===== config.mk =====
export PLATFORM = sky130hd
export DESIGN_NAME = ide_autoconfig_flat
export DESIGN_NICKNAME = d
export VERILOG_FILES = /design/src/rtl/ide_pkg.sv /design/src/rtl/ide_autoconfig_if.sv /design/src/rtl/ide_autoconfig_rom.sv /design/src/rtl/ide_autoconfig.sv /design/src/flat_wrapper.sv
export SDC_FILE = /design/constraint.sdc
export NUM_CORES = 1
export LEC_CHECK = 0
export ABC_AREA = 1
export CAP_MARGIN = 30
export CORE_UTILIZATION = 35
export CTS_CLUSTER_SIZE = 20
export DETAILED_ROUTE_END_ITERATION = 8
export PLACE_DENSITY_LB_ADDON = 0.12
export SETUP_SLACK_MARGIN = 0.3
export SLEW_MARGIN = 20
export SYNTH_ARGS = -nofsm -noshare
export SYNTH_HDL_FRONTEND = slang
export SYNTH_SLANG_ARGS = --single-unit

===== constraint.sdc =====
create_clock -name CLK -period 2.47 [get_ports CLK]
set_input_delay 0.494 -clock CLK [delete_from_list [all_inputs] [get_ports CLK]]
set_output_delay 0.494 -clock CLK [all_outputs]
set_load 0.01 [all_outputs]

===== src/rtl/ide_pkg.sv =====
// ide_pkg: shared types and constants for the IDE card's AutoConfig responder.
//   - ac_state_e   : configuration state (UNCONF / CONF / SHUTUP)
//   - CFG_BASE     : A23..A16 of the Zorro II config space ($E8xxxx)
//   - REG_*        : register indices (ADDR[6:1]) of the writable config registers
//   - ER_TYPE_*    : er_Type byte with and without the ROM-vector-valid bit
package ide_pkg;

  typedef enum logic [1:0] {
    UNCONF = 2'd0,
    CONF   = 2'd1,
    SHUTUP = 2'd2
  } ac_state_e;

  localparam logic [7:0] CFG_BASE    = 8'hE8;

  // ADDR[6:1] indices: $48 -> 6'h24, $4A -> 6'h25, $4C -> 6'h26.
  localparam logic [5:0] REG_BASE_HI = 6'h24;
  localparam logic [5:0] REG_BASE_LO = 6'h25;
  localparam logic [5:0] REG_SHUTUP  = 6'h26;

  // Zorro II, 64 KB, no memory-list entry; bit 4 flags a valid diag ROM vector.
  localparam logic [7:0] ER_TYPE_PLAIN  = 8'hC1;
  localparam logic [7:0] ER_TYPE_ROMVEC = 8'hD1;

  // er_Flags: no special flags requested.
  localparam logic [7:0] ER_FLAGS = 8'h00;

endpackage


===== src/rtl/ide_autoconfig_if.sv =====
// ide_autoconfig_if: 68000-side bus signals seen by the AutoConfig responder.
//   ADDR[23:1]  address A23..A1          AS_n   address strobe
//   UDS_n/LDS_n data strobes             RW     1 = read
//   DIN         write data D15..D12      DOUT   config nibble for D15..D12
//   DOE         drive enable for DOUT    DTACK  acknowledge for config cycles
// master: the CPU/bus side; slave: the responder.
interface ide_autoconfig_if;

  logic [23:1] ADDR;
  logic        AS_n;
  logic        UDS_n;
  logic        LDS_n;
  logic        RW;
  logic [3:0]  DIN;
  logic [3:0]  DOUT;
  logic        DOE;
  logic        DTACK;

  modport master (
    output ADDR, AS_n, UDS_n, LDS_n, RW, DIN,
    input  DOUT, DOE, DTACK
  );

  modport slave (
    input  ADDR, AS_n, UDS_n, LDS_n, RW, DIN,
    output DOUT, DOE, DTACK
  );

endinterface


===== src/rtl/ide_autoconfig_rom.sv =====
// autoconfig_rom: combinational config-space lookup, register index -> nibble.
//   idx    in  6  register index (ADDR[6:1])
//   nibble out 4  value for D15..D12
// er_Type is returned as-is; every other field is returned inverted, as the
// AutoConfig protocol requires. Unmapped offsets read 4'hF.
// Optional macro ROMVEC_EN: reports er_Type $D1 and serves ~DIAG_VEC at
// $28..$2E; without it er_Type is $C1 and $28..$2E read 4'hF.
module autoconfig_rom
  import ide_pkg::*;
#(
  parameter logic [15:0] MANUF_ID = 16'h07DB,
  parameter logic [7:0]  PROD_ID  = 8'h05,
  parameter logic [31:0] SERIAL   = 32'h00000001,
  parameter logic [15:0] DIAG_VEC = 16'h0000
) (
  input  logic [5:0] idx,
  output logic [3:0] nibble
);

`ifdef ROMVEC_EN
  localparam logic [7:0]  ER_TYPE = ER_TYPE_ROMVEC;
  localparam logic [15:0] DIAG_N  = ~DIAG_VEC;
`else
  localparam logic [7:0]  ER_TYPE = ER_TYPE_PLAIN;
  localparam logic [15:0] DIAG_N  = 16'hFFFF;
  logic [15:0] unused_diag;
  assign unused_diag = DIAG_VEC;
`endif

  localparam logic [7:0]  PROD_N   = ~PROD_ID;
  localparam logic [7:0]  FLAGS_N  = ~ER_FLAGS;
  localparam logic [15:0] MANUF_N  = ~MANUF_ID;
  localparam logic [31:0] SERIAL_N = ~SERIAL;

  // NOTE: the default assignment first means every path writes nibble, so no latch is inferred.
  always_comb begin
    nibble = 4'hF;
    case (idx)
      6'h00: nibble = ER_TYPE[7:4];
      6'h01: nibble = ER_TYPE[3:0];
      6'h02: nibble = PROD_N[7:4];
      6'h03: nibble = PROD_N[3:0];
      6'h04: nibble = FLAGS_N[7:4];
      6'h05: nibble = FLAGS_N[3:0];
      6'h08: nibble = MANUF_N[15:12];
      6'h09: nibble = MANUF_N[11:8];
      6'h0A: nibble = MANUF_N[7:4];
      6'h0B: nibble = MANUF_N[3:0];
      6'h0C: nibble = SERIAL_N[31:28];
      6'h0D: nibble = SERIAL_N[27:24];
      6'h0E: nibble = SERIAL_N[23:20];
      6'h0F: nibble = SERIAL_N[19:16];
      6'h10: nibble = SERIAL_N[15:12];
      6'h11: nibble = SERIAL_N[11:8];
      6'h12: nibble = SERIAL_N[7:4];
      6'h13: nibble = SERIAL_N[3:0];
      6'h14: nibble = DIAG_N[15:12];
      6'h15: nibble = DIAG_N[11:8];
      6'h16: nibble = DIAG_N[7:4];
      6'h17: nibble = DIAG_N[3:0];
      default: nibble = 4'hF;
    endcase
  end

endmodule


===== src/rtl/ide_autoconfig.sv =====
// ide_autoconfig: Zorro II AutoConfig responder for the 64 KB IDE card.
// Answers nibble reads at $E8xxxx, accepts the base-address ($48/$4A) and
// shut-up ($4C) writes, then qualifies accesses to the assigned window.
//   CLK        in   board clock (E-clock domain, shared with the IDE block)
//   RESET      in   synchronous, active-high reset
//   bus        if   ide_autoconfig_if.slave (ADDR, strobes, RW, DIN/DOUT, DOE, DTACK)
//   CFGIN_n    in   daisy-chain input (low = this board may configure)
//   CFGOUT_n   out  daisy-chain output (low once configured or shut up)
//   ide_access out  access to the assigned 64 KB window
// Optional macro ROMVEC_EN: see autoconfig_rom (er_Type $D1, diag vector).
module ide_autoconfig
  import ide_pkg::*;
#(
  parameter logic [15:0] MANUF_ID = 16'h07DB,
  parameter logic [7:0]  PROD_ID  = 8'h05,
  parameter logic [31:0] SERIAL   = 32'h00000001,
  parameter logic [15:0] DIAG_VEC = 16'h0000
) (
  input  logic              CLK,
  input  logic              RESET,
  ide_autoconfig_if.slave   bus,
  input  logic              CFGIN_n,
  output logic              CFGOUT_n,
  output logic              ide_access
);

  ac_state_e   state_q, state_d;
  logic [7:0]  base_q, base_d;
  logic [1:0]  as_s;
  logic [1:0]  ds_s;
  logic        dtack_q;
  logic        wr_done_q;
  logic        ds;
  logic        cfg_sel;
  logic        wr_commit;
  logic [5:0]  reg_idx;
  logic [3:0]  rom_nib;

  assign ds      = !bus.UDS_n || !bus.LDS_n;
  assign reg_idx = bus.ADDR[6:1];

  // Config space only decodes while this board is the unconfigured one in the chain.
  assign cfg_sel = (bus.ADDR[23:16] == CFG_BASE) && !bus.AS_n && !CFGIN_n
                   && (state_q == UNCONF);

  // One commit per bus cycle: wr_done_q holds off repeats until AS_n is seen high.
  assign wr_commit = !bus.RW && cfg_sel && ds_s[0] && !wr_done_q;

  autoconfig_rom #(
    .MANUF_ID (MANUF_ID),
    .PROD_ID  (PROD_ID),
    .SERIAL   (SERIAL),
    .DIAG_VEC (DIAG_VEC)
  ) u_rom (
    .idx    (reg_idx),
    .nibble (rom_nib)
  );

  always_comb begin
    state_d = state_q;
    base_d  = base_q;
    if (wr_commit) begin
      case (reg_idx)
        REG_BASE_LO: base_d[3:0] = bus.DIN;
        REG_BASE_HI: begin
          base_d[7:4] = bus.DIN;
          state_d     = CONF;
        end
        REG_SHUTUP:  state_d = SHUTUP;
        default:     ;
      endcase
    end
  end

  // NOTE: sequential state uses non-blocking assignments so every flop samples pre-edge values.
  always_ff @(posedge CLK) begin
    if (RESET) begin
      state_q   <= UNCONF;
      base_q    <= 8'h00;
      as_s      <= 2'b11;
      ds_s      <= 2'b00;
      dtack_q   <= 1'b0;
      wr_done_q <= 1'b0;
    end else begin
      state_q <= state_d;
      base_q  <= base_d;
      as_s    <= {as_s[0], bus.AS_n};
      ds_s    <= {ds_s[0], ds};

      // Release uses raw AS_n so DTACK drops on the first edge after the cycle ends.
      if (bus.AS_n)
        dtack_q <= 1'b0;
      else if (cfg_sel && !as_s[0])
        dtack_q <= 1'b1;

      if (wr_commit)
        wr_done_q <= 1'b1;
      else if (as_s[0])
        wr_done_q <= 1'b0;
    end
  end

  assign bus.DOE   = cfg_sel && bus.RW;
  assign bus.DOUT  = bus.DOE ? rom_nib : 4'hF;
  assign bus.DTACK = dtack_q;

  assign CFGOUT_n   = (state_q == UNCONF);
  assign ide_access = (state_q == CONF) && !bus.AS_n && (bus.ADDR[23:16] == base_q);

  // Address bits between the window select and the register index, and the
  // second synchroniser stages, have no consumer here.
  logic unused_bits;
  assign unused_bits = &{1'b0, bus.ADDR[15:7], as_s[1], ds_s[1]};

endmodule


===== src/flat_wrapper.sv =====
// flat-port wrapper written by rule: the top's interface ports become plain ports
module ide_autoconfig_flat import ide_pkg::*;
#(
  parameter logic [15:0] MANUF_ID = 16'h07DB,
  parameter logic [7:0]  PROD_ID  = 8'h05,
  parameter logic [31:0] SERIAL   = 32'h00000001,
  parameter logic [15:0] DIAG_VEC = 16'h0000
)
  (CLK, RESET, CFGIN_n, CFGOUT_n, ide_access, bus_ADDR, bus_AS_n, bus_UDS_n, bus_LDS_n, bus_RW, bus_DIN, bus_DOUT, bus_DOE, bus_DTACK);
  ide_autoconfig_if bus_i ();
  input  logic CLK;
  input  logic RESET;
  input  logic CFGIN_n;
  output logic CFGOUT_n;
  output logic ide_access;
  input wire logic [$bits(bus_i.ADDR)-1:0] bus_ADDR;
  input wire logic [$bits(bus_i.AS_n)-1:0] bus_AS_n;
  input wire logic [$bits(bus_i.UDS_n)-1:0] bus_UDS_n;
  input wire logic [$bits(bus_i.LDS_n)-1:0] bus_LDS_n;
  input wire logic [$bits(bus_i.RW)-1:0] bus_RW;
  input wire logic [$bits(bus_i.DIN)-1:0] bus_DIN;
  output wire logic [$bits(bus_i.DOUT)-1:0] bus_DOUT;
  output wire logic [$bits(bus_i.DOE)-1:0] bus_DOE;
  output wire logic [$bits(bus_i.DTACK)-1:0] bus_DTACK;
  assign bus_i.ADDR = bus_ADDR;
  assign bus_i.AS_n = bus_AS_n;
  assign bus_i.UDS_n = bus_UDS_n;
  assign bus_i.LDS_n = bus_LDS_n;
  assign bus_i.RW = bus_RW;
  assign bus_i.DIN = bus_DIN;
  assign bus_DOUT = bus_i.DOUT;
  assign bus_DOE = bus_i.DOE;
  assign bus_DTACK = bus_i.DTACK;
  ide_autoconfig #(.MANUF_ID(MANUF_ID), .PROD_ID(PROD_ID), .SERIAL(SERIAL), .DIAG_VEC(DIAG_VEC)) u_core (.CLK(CLK), .RESET(RESET), .bus(bus_i), .CFGIN_n(CFGIN_n), .CFGOUT_n(CFGOUT_n), .ide_access(ide_access));
endmodule

==> summary.md, run 1 <==
The count of buffers inserted at the top-level ports was 32. The detailed router used layers up to and including met4. The number of hold violations in the final report is 0, and the largest net degree at the start of global routing is 10. Startpoint type of the worst setup path: a primary input. The tool flagged a number of max-cap violations equal to 0. The post-route DRC violation count came out at 0. By instance count, the cell type seen most on the critical path is sky130_fd_sc_hd__nand2_2. The worst path uses 85.6% of the clock period. Wires add up to 3150 µm. After detailed routing, the wire length on met1 is 1330 µm.

The power per standard cell area came out at 289 nW/µm². STA puts the critical path data required time at 1.98 ns. The tree is rooted in a sky130_fd_sc_hd__clkbuf_4.

The run gives 0.357 ns as the minimum setup slack in the final design. For this block, the via count after detailed routing is 1210. Maximum level of the CTS H-tree: 1.

Detailed placement finished with a half-perimeter wire length of 2150 µm. Pin placement for this block handled 42 I/O pins. The floorplan step defined a die boundary enclosing 3170 µm². Setup repair after global routing could not meet its margin everywhere. Of the total power, the clock network draws 25.9%. For the residual overflow from global routing, the log shows 0. The critical path class was primary input to output port. Class of the most critical hold timing path: flip-flop to flip-flop. At the pin with the least slew margin, the transition time is 0.364 ns.

The final count of pins violating max slew was 0. For this run, the post-layout net count is 272. Number of buffers and inverters on the critical path: 3. The clock passes through at most 2 buffers. Sink count of the clock tree: 14. The logs give 21.2% for the overall routing resource usage and -0.199 ns for the worst slack at placement.

The share of total power consumed by net switching was 28.1%; the number of library cell types mapped by synthesis was 25. Clock latency on the worst-skew pair, taken at its later pin, is 0.29 ns. In this run the remaining antenna-violating nets after routing total 0. Summing all placed instances gives a cell area of 1560 µm².

The top cell type by area accounts for 27.2% of the synthesized area. Among all stages on the critical path, the largest delay is contributed by sky130_fd_sc_hd__dlygate4sd2_1. The met3 layer wire length in the routed design was 125 µm; the internal power of the cells was 0.371 mW.

The synthesized design spends more area on one cell type than any other, namely sky130_fd_sc_hd__dfxtp_1. Walking the worst path, the cells encountered are dlygate4sd2_1 -> nand2_2 -> nor2_2 -> nand2_2 -> nor3_4 -> buf_4 -> o2111ai_2 -> buf_2. The number of antenna violations at the first check in global routing was 0; the average size of a mapped cell was 6.75 µm². Count of state elements after synthesis: 14.

Static timing analysis puts the maximum clock frequency at 0.473 GHz. The most used flip-flop cell after synthesis is sky130_fd_sc_hd__dfxtp_1. In this run, the combinational gates consume 29.9% of the power. The post-detailed-route wirelength per cell was 12.0 µm. The endpoint class of the critical path was an output port.

The clock slew at the register clock pins of the worst setup and hold paths is 0.08 ns. After synthesis, the cell types taking the most area are sky130_fd_sc_hd__dfxtp_1 (27%), sky130_fd_sc_hd__nand2_1 (12%), sky130_fd_sc_hd__nor2_1 (11%). Detailed routing placed a total of 1670 µm of wire on met2.

In the synthesized netlist, the number of instances is 153. On the worst path, the slowest cell contributes a delay of 0.27 ns. During synthesis, Yosys emitted a total of 0 warnings. The number of iterations in the first detailed-routing pass is 4. The share of flip-flops with an asynchronous set or reset is 0%. The clock period could shrink to 2.11 ns. The run finished with clean final reports.

The run gives 44.2% as the part of the power in registers. In this run the standard cell core region covers 2780 µm². After detailed routing, the number of vias per cell comes to 4.60. The worst-case headroom to the max-slew limit is 75.7%. The cell area that synthesis handed to floorplanning was 1030 µm².

The die is 56.3 µm wide. The overall die height was 56.3 µm; the synthesis-to-finish area growth was 72.6%. The run gives 5270 µm as the first-pass GRT wire length. The run gives 0.145 mW as the switching component of the power. IR analysis of the VDD net gives a maximum drop of 0.265 mV. Summing all non-filler instances in the final layout gives an area of 1780 µm².

At the end of routability-driven placement, the weighted congestion stood at 0.835. For this configuration, the core starts out at a cell density of 37.1%. The post-synthesis net count came out at 191. For the portion of the post-synthesis area used by sequential elements, the log shows 27.2%.

The run gives 1234 as the number of global-route vias before repair. Hold timing on the final database bottoms out at a slack of 0.453 ns. The largest delay contributor family on the critical path was buffers and inverters.

The share of final-layout standard cells stronger than drive strength 1 is 39.2%, and the largest clock skew in the final design is 0.0143 ns. TritonCTS built the clock tree. The analysis attributes to cell leakage a power of 0.904 nW.

In this run, the number of DRC markers left after iteration 0 of detailed routing was 29. Along the worst path, the maximum fanout reaches 4. The number of antenna diodes in the final layout is 0. The number of enable flip-flop cells after synthesis was 0. Data on the critical path arrives at its endpoint at 1.62 ns.

The tools report the number of CTS-inserted buffers as 3. Setup violations remaining at the end of the flow were counted as 0. After floorplanning, the core was divided into 19 placement rows.
tightest hold or removal path, stage by stage (launching register included):
cell and delay [ns]:
sky130_fd_sc_hd__dfxtp_1 0.32, sky130_fd_sc_hd__inv_1 0.05, sky130_fd_sc_hd__a21oi_1 0.05
power by group through the flow:
stage	sequential [mW]	clock, mW	combinational [mW]
after floorplan	0.233	0	0.0426
after global placement	0.233	0	0.126
after detailed placement	0.233	0	0.127
after CTS	0.228	0.139	0.147
after global routing	0.228	0.145	0.166
final	0.228	0.134	0.154
sequential cells by signal, summed over array words and instances (netlist names):
signal            cells
u_core.wr_done_q      1
u_core.bus.DTACK      1
u_core.state_q        2
u_core.ds_s           1
u_core.base_q         8
u_core.as_s           1
metal layers:
| layer | up-vias | GRT usage, % |
|---|---|---|
| met5 | - | 0 |
| met4 | 0 | 9.76 |
| met3 | 4 | 3.46 |
| met2 | 25 | 37.4 |
| met1 | 537 | 25.1 |
| li1 | 644 | - |
worst paths after layout:
check	end	start	slack, ns	cells past startpoint
max	bus_DOUT[3]	bus_ADDR[18]	0.36	8
min	u_core.bus.DTACK$_SDFFE_PP0P_	u_core.bus.DTACK$_SDFFE_PP0P_	0.45	2
max reg2reg	u_core.base_q[7]$_SDFFE_PP0P_	u_core.state_q[1]$_SDFFE_PP0P_	0.43	14
min reg2reg	u_core.bus.DTACK$_SDFFE_PP0P_	u_core.bus.DTACK$_SDFFE_PP0P_	0.45	2
cells in the final DEF (no fill, tap or decap), types with 3 or more instances in the layout:
master | synthesis | routed
sky130_fd_sc_hd__buf_2 | 0 | 4
sky130_fd_sc_hd__dlygate4sd2_1 | 0 | 6
sky130_fd_sc_hd__inv_2 | 2 | 6
sky130_fd_sc_hd__clkdlybuf4s15_1 | 0 | 6
sky130_fd_sc_hd__nand4_1 | 4 | 4
sky130_fd_sc_hd__buf_4 | 0 | 43
sky130_fd_sc_hd__o22ai_1 | 3 | 3
sky130_fd_sc_hd__nand2_2 | 3 | 10
sky130_fd_sc_hd__nand2_1 | 34 | 27
sky130_fd_sc_hd__nand3_1 | 7 | 7
sky130_fd_sc_hd__ha_1 | 4 | 3
sky130_fd_sc_hd__nor2_2 | 3 | 6
sky130_fd_sc_hd__xnor2_1 | 3 | 3
sky130_fd_sc_hd__o21ai_0 | 3 | 3
sky130_fd_sc_hd__nor2_1 | 31 | 27
sky130_fd_sc_hd__inv_1 | 22 | 17
sky130_fd_sc_hd__clkbuf_4 | 0 | 3
sky130_fd_sc_hd__a21oi_1 | 5 | 5
sky130_fd_sc_hd__clkdlybuf4s50_1 | 0 | 12
sky130_fd_sc_hd__dfxtp_1 | 14 | 13
through the flow:
stage / utilization (%) / power, mW / TNS, ns / instances
floorplan: - / 0.276 / 0 / 153
global placement: 56.2 / 0.359 / -0.843 / 239
detailed placement: 56.2 / 0.360 / -0.959 / 239
CTS: 62.3 / 0.513 / 0 / 262
global route: 64.1 / 0.539 / 0 / 263
finish: 64.1 / 0.516 / 0 / 263
repair_timing:
item	in CTS	in global routing
pin swaps	9	11
hold buffers	0	0
buffers inserted	20	1
gates resized for setup	41	25
endpoints found under the setup margin	6	15
synth_stat cells (3+ instances only):
cell type                  n
sky130_fd_sc_hd__nand4_1   4
sky130_fd_sc_hd__o22ai_1   3
sky130_fd_sc_hd__nor2_2    3
sky130_fd_sc_hd__ha_1      4
sky130_fd_sc_hd__nand2_1  34
sky130_fd_sc_hd__nand3_1   7
sky130_fd_sc_hd__nor2_1   31
sky130_fd_sc_hd__a21oi_1   5
sky130_fd_sc_hd__inv_1    22
sky130_fd_sc_hd__nand2_2   3
sky130_fd_sc_hd__xnor2_1   3
sky130_fd_sc_hd__dfxtp_1  14
sky130_fd_sc_hd__o21ai_0   3
cells by family (layout without fill, tap and decap cells):
group | after synthesis | after routing | share of synthesized area (%)
DFF | 14 | 14 | 27.2
and+or+nand+nor | 93 | 93 | 48.1
xor gates and xnor gates | 4 | 4 | 3.39
adders and majority gates | 4 | 4 | 4.85
AOI/OAI and AO/OA | 13 | 13 | 7.39
buffers and inverters | 25 | 104 | 9.09
cell type report:
type | instances | area [µm²]
Fill cell | 235 | 1000
Multi-Input combinational cell | 114 | 721
Timing Repair Buffer | 76 | 622
Sequential cell | 14 | 282
Inverter | 25 | 96.3
Tap cell | 31 | 38.8
Clock buffer | 3 | 22.5
(Power assumes the default switching activity.)
==> inputs of run 2 (changes only) <==
--- a/config.mk
+++ b/config.mk
@@ -10,7 +10,8 @@
 export CORE_UTILIZATION = 35
 export CTS_CLUSTER_SIZE = 20
 export DETAILED_ROUTE_END_ITERATION = 8
-export PLACE_DENSITY_LB_ADDON = 0.12
+export GPL_TIMING_DRIVEN = 0
+export PLACE_DENSITY = 0.67
 export SETUP_SLACK_MARGIN = 0.3
 export SLEW_MARGIN = 20
 export SYNTH_ARGS = -nofsm -noshare
==> run 2 against run 1 <==
Against the previous run: combinational power is 23% lower; final cell count is 8.4% lower; first-iteration DRC count is 17% lower; clock power is 27% higher; routed wire length is 7.7% lower; largest cell class unchanged; die area stayed put; clock-buffer cell count is 1 higher; critical path depth is 4 lower.
==> summary.md, run 2 (synthesized netlist as in run 1, its figures left out) <==
The critical path goes through clkdlybuf4s50_1 -> nor3_2 -> o2111ai_2 -> buf_2. For the HPWL reported at the end of detailed placement, the log shows 1950 µm (-9.4%). The final antenna diode count came out at 0 (unchanged).

The run gives 0 ns (unchanged) as the final setup TNS. Final count of pins violating max slew: 0 (unchanged). The leakage power is 0.801 nW (-11%).

The run gives 0 (unchanged) as the remaining antenna violation count after routing. The largest net degree at the start of global routing was 10 (unchanged). The number of vias per cell works out to 4.73 (+2.8%). The share of final-layout standard cells stronger than drive strength 1 is 32.4% (-6.8 points).

The post-detailed-route wirelength per cell was 12.1 µm (+0.75%). The run gives 1.18 ns (+0.75 ns) as the worst-case register-to-register setup slack. In this run the most critical hold path is launched from u_core.bus.DTACK$_SDFFE_PP0P_. The path depth of the worst reg2reg path is 10 (-4). Number of iterations in the first detailed-routing pass: 4 (unchanged).

The largest delay contributor family on the critical path was buffers and inverters. The clock slew at the register clock pins of the worst setup and hold paths works out to 0.08 ns (about the same). Ranked by flip-flop count, first place goes to u_core.base_q.

The worst reg2reg path startpoint was u_core.state_q[1]$_SDFFE_PP0P_. The global routing met2 resource utilization is 34.9% (-2.6 points). The area of the die was 3170 µm² (unchanged); the residual overflow from global routing was 0 (unchanged).

The tools report the number of CTS-inserted buffers as 3 (unchanged). The logs give 249 (-8.5%) for the final layout net count and 0.29 ns (about the same) for the clock latency reported for the late side of the worst-skew pair. Number of buffers and inverters on the critical path: 2 (-1). The startpoint type of the worst setup path was a primary input.

The number of global-route vias before repair was 1076 (-13%). The top cell types in the final layout, fill and taps aside, are sky130_fd_sc_hd__nand2_1 (32), sky130_fd_sc_hd__nor2_1 (30), sky130_fd_sc_hd__buf_4 (20). The ratio of final minimum period to clock period is 86.1% (+0.52 points), and the number of top-level pins is 42 (unchanged). The required time at the endpoint of the critical path was 1.98 ns (about the same). The critical path's largest stage delay came out at 0.51 ns (+0.24 ns).

The global routing stage identified its most utilized layer as met2. The global placer's final weighted congestion came out at 0.770 (-7.8%). Number of buffers on the longest clock path: 2 (unchanged).

The final number of setup-violating endpoints is 0 (unchanged). The maximum fanout along the worst path came out at 5 (+1). TritonCTS built the clock tree. The worst-case headroom to the max-slew limit is 74.8% (-0.90 points), and the post-route DRC violation count is 0 (unchanged). The number of hold-repair buffers added at the cts stage was 0 (unchanged); the flip-flop count of the largest register, all copies and words added was 8 (unchanged).

The slew of the pin with the lowest slew margin works out to 0.377 ns (+0.0134 ns). The endpoint with the worst hold slack was u_core.bus.DTACK$_SDFFE_PP0P_. On the critical path, the stage with the largest delay is an instance of sky130_fd_sc_hd__clkdlybuf4s50_1. The sink count of the clock tree is 14 (unchanged), and the effective utilization at floorplan is 37.1% (unchanged). Count of buffers inserted at the top-level ports: 32 (unchanged).

Power per standard cell area: 331 nW/µm² (+14%). The worst register-to-register path ends at u_core.state_q[1]$_SDFFE_PP0P_. The routing usage on met1 was 20.3% (-4.8 points). The class of the most critical hold timing path was flip-flop to flip-flop.

The vias after detailed routing was 1140 (-5.8%); the area of the placeable core was 2780 µm² (unchanged). Setup repair after global routing left no endpoint under its margin. The tools report the iteration-0 DRC count of the detailed router as 24 (-17%).

The flow ran to the end, and the final reports show no timing, DRC or antenna violations. In the final layout, the registers with the most flip-flops are u_core.base_q x8, u_core.state_q x2. The number of maximum-capacitance constraint violations came out at 0 (unchanged). The overall die height was 56.3 µm (unchanged). The tools report the number of core rows as 19 (unchanged).

The horizontal die dimension came out at 56.3 µm (unchanged). First-pass GRT wire length: 4580 µm (-13%). The run gives 1 (unchanged) as the maximum level of the CTS H-tree.

The critical path class was primary input to output port. The most common library cell in the layout ignoring fill and taps is sky130_fd_sc_hd__nand2_1. The achievable clock frequency is 0.470 GHz (-0.60%), and the shortest period the worst path allows is 2.13 ns (+0.0128 ns). The run gives 18.7% (-2.5 points) as the overall routing resource usage. The run gives 0.212 mV (-20%) as the maximum vdd ir drop. The largest clock skew in the final design is 0.0124 ns (-0.00191 ns), and the number of hold violations in the final report is 0 (unchanged). The synthesis-to-finish area growth is 51.4%. The met3 capacity usage during global routing was 1.61% (-1.8 points); the number of antenna violations at the first check in global routing was 0 (unchanged). The depth of the worst hold-timing path works out to 2 (unchanged). The worst endpoint data arrival time was 1.63 ns (about the same). The tools report the endpoint class of the critical path as an output port. The post-detailed-routing wire length is 2910 µm (-7.7%). The post-route worst hold slack was 0.458 ns (+0.00458 ns). CTS placed an instance of sky130_fd_sc_hd__clkbuf_4 at the clock tree root.
==> run 2: stage by stage <==
stage / setup slack [ns] / total power [mW] / instance area [µm²] / cells / util, %
2_1_floorplan: 0.658 / 0.276 / 1030 / 153 / -
3_3_place_gp: -0.300 / 0.331 / 1390 / 216 / 50.0
3_5_place_dp: -0.307 / 0.333 / 1390 / 216 / 50.0
4_1_cts: 0.309 / 0.514 / 1550 / 239 / 55.6
5_1_grt: 0.280 / 0.539 / 1560 / 241 / 56.2
6_report: 0.344 / 0.517 / 1560 / 241 / 56.2
==> run 2: worst max path at each step <==
stage	startpoint	to	slack, ns	depth (start not counted)
global placement	bus_ADDR[22]	bus_DOUT[0]	-0.30	7
floorplan	bus_ADDR[19]	bus_DOUT[0]	0.66	6
CTS	bus_ADDR[19]	bus_DOUT[3]	0.31	9
detailed placement	bus_ADDR[20]	bus_DOUT[3]	-0.31	7
global route	bus_ADDR[1]	bus_DOUT[0]	0.28	6
finish	bus_ADDR[2]	bus_DOUT[3]	0.34	4
==> run 2: layout make-up <==
cell class                 instances  area [µm²]
clock buffer                       4        36.3
fill                             275        1220
inverter                          25        96.3
multi-input combinational        114         697
sequential                        14         282
tap                               31        38.8
timing repair buffer              53         413
==> run 2: worst register-to-register path, stage by stage (launching register included) <==
cell	delay, ns
sky130_fd_sc_hd__dfxtp_2	0.36
sky130_fd_sc_hd__nor2_4	0.12
sky130_fd_sc_hd__nand2_2	0.07
sky130_fd_sc_hd__inv_2	0.06
sky130_fd_sc_hd__nand2_4	0.06
sky130_fd_sc_hd__buf_4	0.13
sky130_fd_sc_hd__buf_4	0.12
sky130_fd_sc_hd__nor2_1	0.09
sky130_fd_sc_hd__nand4_1	0.08
sky130_fd_sc_hd__nand2_1	0.07
sky130_fd_sc_hd__nor2_1	0.04
==> run 2: repair_timing <==
item	CTS	global route
resized for setup	40	28
pin swaps	7	6
endpoints found under the setup margin	6	7
cloned	0	0
buffers inserted	19	2
==> run 2: per-layer routing <==
metal / wire, µm / part of all wire (%)
met5: 0 / 0
met3: 110 / 3.8
met1: 1180 / 41
met4: 89 / 3.1
met2: 1530 / 53
==> run 2: where the power goes <==
group	total [mW]	switching, mW	leakage (nW)	internal [mW]
combinational	0.119	0.0617	0.666	0.0574
clock	0.170	0.0800	0.0210	0.0899
sequential	0.228	0.000501	0.114	0.227
total	0.517	0.142	0.801	0.375
==> inputs of run 3 (changes only) <==
--- a/config.mk
+++ b/config.mk
@@ -11,7 +11,7 @@
 export CTS_CLUSTER_SIZE = 20
 export DETAILED_ROUTE_END_ITERATION = 8
 export GPL_TIMING_DRIVEN = 0
-export PLACE_DENSITY = 0.67
+export PLACE_DENSITY = 0.65
 export SETUP_SLACK_MARGIN = 0.3
 export SLEW_MARGIN = 20
 export SYNTH_ARGS = -nofsm -noshare
==> run 3 against run 2 <==
Against the previous run: routed wire length shrank 13%; clock power shrank 26%; non-clock buffer count shrank 1; final cell count shrank 0.83%; die area is the same; combinational power shrank 3%; core utilization shrank 0.72 points; via count shrank 1.9%; hold slack lost 0.0097 ns; design area shrank 1.3%; clock skew shrank 0.0075 ns.
==> summary.md, run 3 (synthesized netlist as in run 1, its figures left out) <==
The number of core rows came out at 19 (unchanged). The number of global-route vias before repair is 1048 (-2.6%), and the power per standard cell area is 305 nW/µm² (-7.9%). The maximum level of the CTS H-tree is 1 (unchanged). The number of hold violations in the final report was 0 (unchanged); the part of the power in registers was 48.5% (+4.4 points). The tools report the post-detailed-routing wire length as 2530 µm (-13%).

Instance area after placement: 1390 µm² (unchanged). The worst-case headroom to the max-slew limit was 75.7% (+0.84 points). The number of iterations in the first detailed-routing pass is 4 (unchanged), and the horizontal die dimension is 56.3 µm (unchanged). The tools report the end-of-flow core utilization as 55.5% (-0.72 points). The post-detailed-route wirelength per cell is 10.6 µm (-13%), and the clock latency reported for the late side of the worst-skew pair is 0.27 ns (-0.02 ns). The run gives 1.98 ns (about the same) as the required time at the endpoint of the critical path. The logs give 42 (unchanged) for the number of top-level pins and 29 (+21%) for the iteration-0 DRC count of the detailed router. Final number of setup-violating endpoints: 0 (unchanged).

The ratio of final minimum period to clock period was 85.4% (-0.69 points); the flip-flop count of the largest register, all copies and words added was 8 (unchanged). Area of the die: 3170 µm² (unchanged). Leaving out fill and tap cells, the most frequent cell in the layout is sky130_fd_sc_hd__nand2_1. For the non-filler instance count after layout, the log shows 239 (-0.83%). The count of buffers inserted at the top-level ports works out to 32 (unchanged). For the achievable clock frequency, the log shows 0.474 GHz (+0.81%). Setup repair after global routing left no endpoint under its margin.

The cell at the root of the clock tree was sky130_fd_sc_hd__clkbuf_4. Number of filler cells placed in the layout: 274 (-0.36%). The register with the most flip-flops in the final layout is u_core.base_q. Number of vias per cell: 4.68 (-1.1%). The shortest period the worst path allows came out at 2.11 ns (-0.0171 ns). TritonCTS built the clock tree. The final layout net count was 248 (-0.40%). Class of the most critical hold timing path: flip-flop to flip-flop. The largest net degree at the start of global routing was 10 (unchanged). The power share of the clock group is 26.9% (-6.0 points), and the final antenna diode count is 0 (unchanged). The logs give 216 (unchanged) for the placed instance count and 0 (unchanged) for the number of antenna violations at the first check in global routing. The switching component of the power is 0.128 mW (-10%).

The clock slew at the register clock pins of the worst setup and hold paths is 0.08 ns (about the same). The flow ran to the end, and the final reports show no timing, DRC or antenna violations. The overall die height is 56.3 µm (unchanged).

The tools report the vias after detailed routing as 1118 (-1.9%). The critical path class was primary input to output port. The tools report the post-route DRC violation count as 0 (unchanged). The HPWL reported at the end of detailed placement was 1880 µm (-3.3%); the share of final-layout standard cells stronger than drive strength 1 was 29.3% (-3.1 points). The number of hold-repair buffers added at the cts stage came out at 0 (unchanged). The logs give 2780 µm² (unchanged) for the area of the placeable core and 0.184 mV (-13%) for the maximum vdd ir drop.

The number of maximum-capacitance constraint violations was 0 (unchanged); the share of total power consumed by net switching was 27.2% (-0.33 points). The maximum fanout along the worst path is 5 (unchanged). In the layout the commonest cells are sky130_fd_sc_hd__nand2_1 (32), sky130_fd_sc_hd__nor2_1 (30), sky130_fd_sc_hd__buf_4 (20).

Global placer's final weighted congestion: 0.756 (-1.8%). The run gives 1.62 ns (about the same) as the worst endpoint data arrival time. The effective utilization at floorplan came out at 37.1% (unchanged). The largest clock skew in the final design is 0.00494 ns (-0.00747 ns). Compared with the post-synthesis result, the final layout area differs by 49.5%.

The final setup TNS was 0 ns (unchanged). The number of CTS-inserted buffers is 3 (unchanged). Slew of the pin with the lowest slew margin: 0.365 ns (-0.0126 ns). The number of buffers on the longest clock path came out at 2 (unchanged). The largest registers in the layout are u_core.base_q x8, u_core.state_q x2. The sink count of the clock tree was 14 (unchanged). The logs give 0.342 mW (-8.7%) for the internal power of the cells and 4130 µm (-9.9%) for the first-pass GRT wire length. The worst setup path is launched from a primary input. The run gives 1540 µm² (-1.3%) as the final instance area. The logs give 16.5% (-2.2 points) for the overall routing resource usage and 0 (unchanged) for the residual overflow from global routing. For the leakage power, the log shows 0.790 nW (-1.4%). The endpoint class of the critical path was an output port.

The tools report the remaining antenna violation count after routing as 0 (unchanged). The combinational share of power was 24.6% (+1.6 points); the final count of pins violating max slew was 0 (unchanged).
run 3: layout make-up:
class / count / area, µm² / share of cell area [%]
clock buffers: 3 / 22.5 / 1.46
inverters: 25 / 93.8 / 6.08
multi-input cells: 114 / 692 / 44.8
flip-flops and latches: 14 / 280 / 18.2
well taps: 31 / 38.8 / 2.51
repair buffers: 52 / 415 / 26.9
run 3: what timing repair did:
action                                  in CTS  in global routing
pin swaps                                    6                  6
buffers inserted                            19                  1
gates resized for setup                     41                 17
endpoints found under the setup margin       6                  5
run 3: per-layer routing:
metal  track usage, %  vias up  wire length, µm
met1             17.8      493             1090
met4             8.71        0               36
li1                 -      593                -
met3             2.30        4              125
met2             31.0       28             1270
met5                0        -                0
run 3: per-stage QoR:
stage                     setup slack (ns)  power [mW]  hold WS [ns]
final                                0.361       0.470         0.448
after global routing                 0.294       0.492         0.475
after CTS                            0.298       0.472         0.454
after detailed placement            -0.306       0.333         0.442
after global placement              -0.301       0.331         0.433
after floorplan                      0.658       0.276         0.464
run 3: final timing paths:
kind	startpoint	end	slack, ns	depth (start not counted)
worst max-delay path	bus_ADDR[2]	bus_DOUT[3]	0.36	4
worst min-delay path	u_core.bus.DTACK$_SDFFE_PP0P_	u_core.bus.DTACK$_SDFFE_PP0P_	0.45	2
worst max register to register	u_core.state_q[1]$_SDFFE_PP0P_	u_core.base_q[5]$_SDFFE_PP0P_	0.58	13
worst min register to register	u_core.bus.DTACK$_SDFFE_PP0P_	u_core.bus.DTACK$_SDFFE_PP0P_	0.45	2
run 3: power by group through the flow:
stage / logic [mW] / clock network, mW / registers [mW]
global placement: 0.0982 / 0 / 0.233
finish: 0.115 / 0.126 / 0.228
global route: 0.126 / 0.138 / 0.228
floorplan: 0.0426 / 0 / 0.233
CTS: 0.112 / 0.132 / 0.228
detailed placement: 0.0993 / 0 / 0.233
run 3: critical path: stages:
cell and delay (ns):
sky130_fd_sc_hd__clkdlybuf4s50_1 0.51, sky130_fd_sc_hd__nor3_2 0.31, sky130_fd_sc_hd__o2111ai_2 0.14, sky130_fd_sc_hd__buf_2 0.16
